==> src/rtl/demux_pkg.sv <==
// Shared types and constants for the demux_stream_router block.
package demux_pkg;

  localparam int CNT_W = 16;

  typedef enum logic {CH_EMPTY, CH_FULL} ch_state_t;

endpackage

==> src/rtl/demux_chan_buf.sv <==
// One-entry output buffer for a single router channel: fill, drain, clear-on-drain.
module demux_chan_buf
  import demux_pkg::*;
#(
  parameter int DW = 8
) (
  input  logic          clk,
  input  logic          rst,
  input  logic          fill,
  input  logic [DW-1:0] in_data,
  input  logic          out_ready,
  output logic          out_valid,
  output logic [DW-1:0] out_data,
  output ch_state_t     state
);

  logic drain;

  assign drain = out_valid && out_ready;

  always_ff @(posedge clk) begin
    if (rst) begin
      state     <= CH_EMPTY;
      out_valid <= 1'b0;
      out_data  <= '0;
    end else begin
      case (state)
        CH_EMPTY: begin
          if (fill) begin
            state     <= CH_FULL;
            out_valid <= 1'b1;
            out_data  <= in_data;
          end
        end
        CH_FULL: begin
          // Drain and fill in the same cycle keeps the slot full with no bubble.
          if (drain && fill) begin
            out_data <= in_data;
          end else if (drain) begin
            state     <= CH_EMPTY;
            out_valid <= 1'b0;
            out_data  <= '0;
          end
        end
        default: begin
          state     <= CH_EMPTY;
          out_valid <= 1'b0;
          out_data  <= '0;
        end
      endcase
    end
  end

endmodule

==> src/rtl/demux_stream_router.sv <==
// Registered 1-to-CH stream demultiplexer with explicit or round-robin targeting.
// Optional per-channel fill counters are enabled by defining DEMUX_COUNT_EN.
module demux_stream_router
  import demux_pkg::*;
#(
  parameter int CH = 4,
  parameter int DW = 8,
  localparam int SW = $clog2(CH)
) (
  input  logic             clk,
  input  logic             rst,
  input  logic             en,
  input  logic             mode,
  input  logic [SW-1:0]    s,
  input  logic             in_valid,
  output logic             in_ready,
  input  logic [DW-1:0]    in_data,
  output logic [CH-1:0]    out_valid,
  input  logic [CH-1:0]    out_ready,
  output logic [CH*DW-1:0] out_data,
  output logic [SW-1:0]    cur_sel,
  output logic             err_bad_sel
`ifdef DEMUX_COUNT_EN
  ,
  output logic [CH*CNT_W-1:0] cnt_out
`endif
);

  // Handshakes: a word moves when valid && ready are both high at a clk edge;
  // ready may depend combinationally on the consumer's ready, valid never on ready.

  logic [SW-1:0] rr_ptr;
  logic [SW-1:0] tgt;
  logic          bad_sel;
  logic          tgt_full;
  logic          tgt_oready;
  logic          accept;
  logic [CH-1:0] fill;
  ch_state_t     ch_state [CH];

  assign tgt     = mode ? rr_ptr : s;
  assign cur_sel = tgt;
  assign bad_sel = (int'(tgt) >= CH);

  // Loop-based lookup keeps an out-of-range target from indexing past the array.
  always_comb begin
    tgt_full   = 1'b0;
    tgt_oready = 1'b0;
    for (int k = 0; k < CH; k++) begin
      if (tgt == SW'(k)) begin
        tgt_full   = (ch_state[k] == CH_FULL);
        tgt_oready = out_ready[k];
      end
    end
  end

  assign in_ready = en && (bad_sel || !tgt_full || tgt_oready);
  assign accept   = in_valid && in_ready;

  always_comb begin
    fill = '0;
    for (int k = 0; k < CH; k++) begin
      fill[k] = accept && !bad_sel && (tgt == SW'(k));
    end
  end

  always_ff @(posedge clk) begin
    if (rst) begin
      rr_ptr      <= '0;
      err_bad_sel <= 1'b0;
    end else begin
      err_bad_sel <= accept && bad_sel;
      if (accept && mode) begin
        rr_ptr <= (rr_ptr == SW'(CH - 1)) ? '0 : rr_ptr + 1'b1;
      end
    end
  end

  for (genvar k = 0; k < CH; k++) begin : g_chan
    demux_chan_buf #(.DW(DW)) u_buf (
      .clk       (clk),
      .rst       (rst),
      .fill      (fill[k]),
      .in_data   (in_data),
      .out_ready (out_ready[k]),
      .out_valid (out_valid[k]),
      .out_data  (out_data[k*DW +: DW]),
      .state     (ch_state[k])
    );
  end

`ifdef DEMUX_COUNT_EN
  for (genvar k = 0; k < CH; k++) begin : g_cnt
    logic [CNT_W-1:0] cnt;
    always_ff @(posedge clk) begin
      if (rst) begin
        cnt <= '0;
      end else if (fill[k] && (cnt != {CNT_W{1'b1}})) begin
        cnt <= cnt + 1'b1;
      end
    end
    assign cnt_out[k*CNT_W +: CNT_W] = cnt;
  end
`endif

endmodule
==> config.mk <==
export PLATFORM = sky130hd
export DESIGN_NAME = demux_stream_router
export DESIGN_NICKNAME = d
export VERILOG_FILES = /design/src/rtl/demux_pkg.sv /design/src/rtl/demux_chan_buf.sv /design/src/rtl/demux_stream_router.sv
export SDC_FILE = /design/constraint.sdc
export NUM_CORES = 1
export LEC_CHECK = 0
export ABC_AREA = 1
export BUFFER_PORTS_ARGS = -buffer_cell sky130_fd_sc_hd__buf_4
export CORE_UTILIZATION = 51
export CTS_CLUSTER_DIAMETER = 30
export DETAILED_ROUTE_END_ITERATION = 10
export GPL_ROUTABILITY_DRIVEN = 0
export PLACE_DENSITY = 0.79
export SLEW_MARGIN = 40
export SYNTH_ARGS = -nofsm -noshare
export SYNTH_HDL_FRONTEND = slang
export SYNTH_SLANG_ARGS = --single-unit
==> constraint.sdc <==
create_clock -name clk -period 1.85 [get_ports clk]
set_clock_uncertainty 0.2 [all_clocks]
set_input_delay 0.37 -clock clk [delete_from_list [all_inputs] [get_ports clk]]
set_output_delay 0.37 -clock clk [all_outputs]
set_load 0.05 [all_outputs]
==> metrics.txt <==
outcome=complete, but fails checks; violated checks=negative setup slack; Setup Viol. Count Final=36; most common cell after layout, fill and taps aside=buf_4; Arrival @ worst endpoint=between 1 and 1.5 ns; Clock Tree Root=clkbuf_8; CTS tree=built; via count=between 1500 and 2000; GRT Util Overall=between 20% and 30%; DPL Wire Length=roughly 3600 µm; critical path class=reg -> out; Period minus WS final=between 2 and 2.5 ns; Worst-path clk slew=about 0.07 ns; 1st-iter DRT viols=between 90 and 100; Critical Path, Cell by Cell=inv_2, nand2_2, nand2_4, nand3_2, nand2_2, nor2_4, a21oi_4, buf_6; I/O Buffers=57; Syn Nets=between 200 and 300; largest net degree at the start of global routing=30; initial antenna violation count=0; Clock Sinks=42; Ys Warns=0; drt first pass iters=4; unrepaired setup endpoints after global routing=true; Clock Tree Buf Depth=2; CTS hold repair buffers=0; Die W=around 65 µm; crit end category=primary output; mapped cell area=2050 µm²; cell row count=22; first-pass GRT wire length=about 9000 µm; Max Cap Violations=0; XOR/XNOR share of the synthesized area=0%; Final Max Tran Viols=0; Post-Synth Adder-Cell Area=less than 1%; CORE AREA=3770 µm²; grt total ovfl=0; WP data required=between 1 and 1.5 ns; Cell Pwr Density=around 690 nW/µm²; Fmax=493 MHz; number of distinct library cells after synthesis=21; main combinational cell family by area after synthesis=simple AND/OR/NAND/NOR gates; worst min path class=in -> reg; final WL=about 5600 µm; Post-Place Cells=approximately 360; multiplexer share of the synthesized area=0%; Total Nets Final=between 300 and 400; die area=4280 µm²; most frequent cells in the layout=buf_4, nand2_1, dfxtp_1, nand2_2, a21oi_2; mean cell area of the mapped netlist=about 8 µm²; sequential fraction of the synthesis area=between 40% and 50%; Area Overhead vs Synth=47.9%; setup ws final=-0.180 ns; share of cells above drive strength 1=around three fifths; Critical Path Start Type=flop; static leakage=around 0.0013 µW; TritonCTS buffer count=5; Mapped Cells=251; slowest CP cell=dfxtp_4; Post-Place Worst Slack=-0.191 ns; most frequent CP cell=nand2_2; # IOs=59; vias in the first global route=1849; non-filler cells, final=378; Avg WL per Cell=about 15 µm; crit-path max cell delay=about 0.36 ns; Synth Register Bits=42; Final Hold Fails=0; maximum vdd drop=0.535 mV; simple-gate share of the synthesized area=slightly below 40%; DIE HEIGHT=between 60 and 70 µm; clk_lat worst skew=around 0.30 ns; Compound-Gate Fraction of Synth Area=between 10% and 20%; initial core utilization=between 50 and 60%; antenna-violating nets left=0; Antenna Cells=0; CP Max Fanout=4; Post-route DRC=0; fin crit share=110%; htree depth=2; vias per cell=approximately 5.2
-- per-layer routing --
metal	track usage [%]	vias up	share of wire, %
met2	46.5	57	50
met5	0	-	0
met4	7.61	0	2.0
met3	7.12	12	5.4
met1	34.9	954	43
li1	-	951	-
-- final timing paths --
| kind | from | to | slack (ns) | cells after the start |
|---|---|---|---|---|
| worst max register to register | rr_ptr[0] | g_chan[1].u_buf.out_data[4] | -0.08 | 12 |
| worst max-delay path | rr_ptr[0] | in_ready | -0.18 | 8 |
| worst min-delay path | in_data[5] | g_chan[0].u_buf.out_data[5] | 0.14 | 3 |
| worst min register to register | g_chan[1].u_buf.out_data[5] | g_chan[1].u_buf.out_data[5] | 0.27 | 2 |
-- cells by family after synthesis --
| logic type | after synthesis |
|---|---|
| and+or+nand+nor | 137 |
| adders and majority gates | 1 |
| DFF | 42 |
| other | 1 |
| AOI/OAI and AO/OA | 41 |
| buffers and inverters | 29 |
-- synth_stat cells --
library cell / n / area, µm²
a21oi_1: 22 / 110
a21oi_2: 18 / 158
buf_4: 5 / 37.5
clkbuf_1: 4 / 15.0
conb_1: 1 / 3.75
dfxtp_1: 42 / 841
ha_1: 1 / 12.5
inv_1: 18 / 67.6
inv_2: 1 / 3.75
inv_4: 1 / 6.26
nand2_1: 83 / 312
nand2_2: 6 / 37.5
nand2_4: 12 / 135
nand3_1: 8 / 40.0
nand3_2: 2 / 20.0
nand4_4: 4 / 85.1
nor2_1: 14 / 52.6
nor2_2: 3 / 18.8
nor2_4: 1 / 11.3
nor2_8: 4 / 80.1
o21ai_0: 1 / 5.00
-- power by group --
group          internal (µW)  leakage, µW  switching (µW)
clock network            301    0.0000482             312
logic                    183     0.000861             336
registers                932     0.000341            22.6
-- state kept, by name, summed over array words and instances (netlist names) --
signal and flops:
g_chan.u_buf.out_valid 4, g_chan.u_buf.state 4, g_chan.u_buf.out_data 32, rr_ptr 2
-- what timing repair did --
item	CTS	global route
gates resized for setup	43	20
setup buffers	8	4
cloned	2	0
pin swaps	31	30
setup endpoints to repair	34	39
-- metrics by stage --
stage | hold slack (ns) | setup TNS, ns | power [µW] | utilization (%) | area (µm²)
5_1_grt | 0.149 | -5.57 | 2160 | 80.5 | 3040
2_1_floorplan | 0.253 | -0.0128 | 1270 | - | 2130
6_report | 0.143 | -1.75 | 2090 | 80.5 | 3040
3_5_place_dp | 0.256 | -5.51 | 1410 | 70.0 | 2640
4_1_cts | 0.136 | -1.36 | 2070 | 78.1 | 2940
3_3_place_gp | 0.250 | -4.59 | 1410 | 70.0 | 2640
-- worst max-delay path: cells and delay by family, from the launching register on --
| family | cells | cell delay, ns |
|---|---|---|
| AOI/OAI and AO/OA | 1 | 0.16 |
| DFF | 1 | 0.36 |
| and+or+nand+nor | 5 | 0.40 |
| buffers and inverters | 2 | 0.23 |
-- final cells by class --
| class | instances | area [µm²] |
|---|---|---|
| multi-input combinational | 182 | 1330 |
| clock buffer | 7 | 86.3 |
| clock inverter | 1 | 5.00 |
| fill | 246 | 736 |
| tap | 48 | 60.1 |
| sequential | 42 | 846 |
| inverter | 20 | 93.8 |
| timing repair buffer | 78 | 617 |
Power figures use the tool's default switching activity.
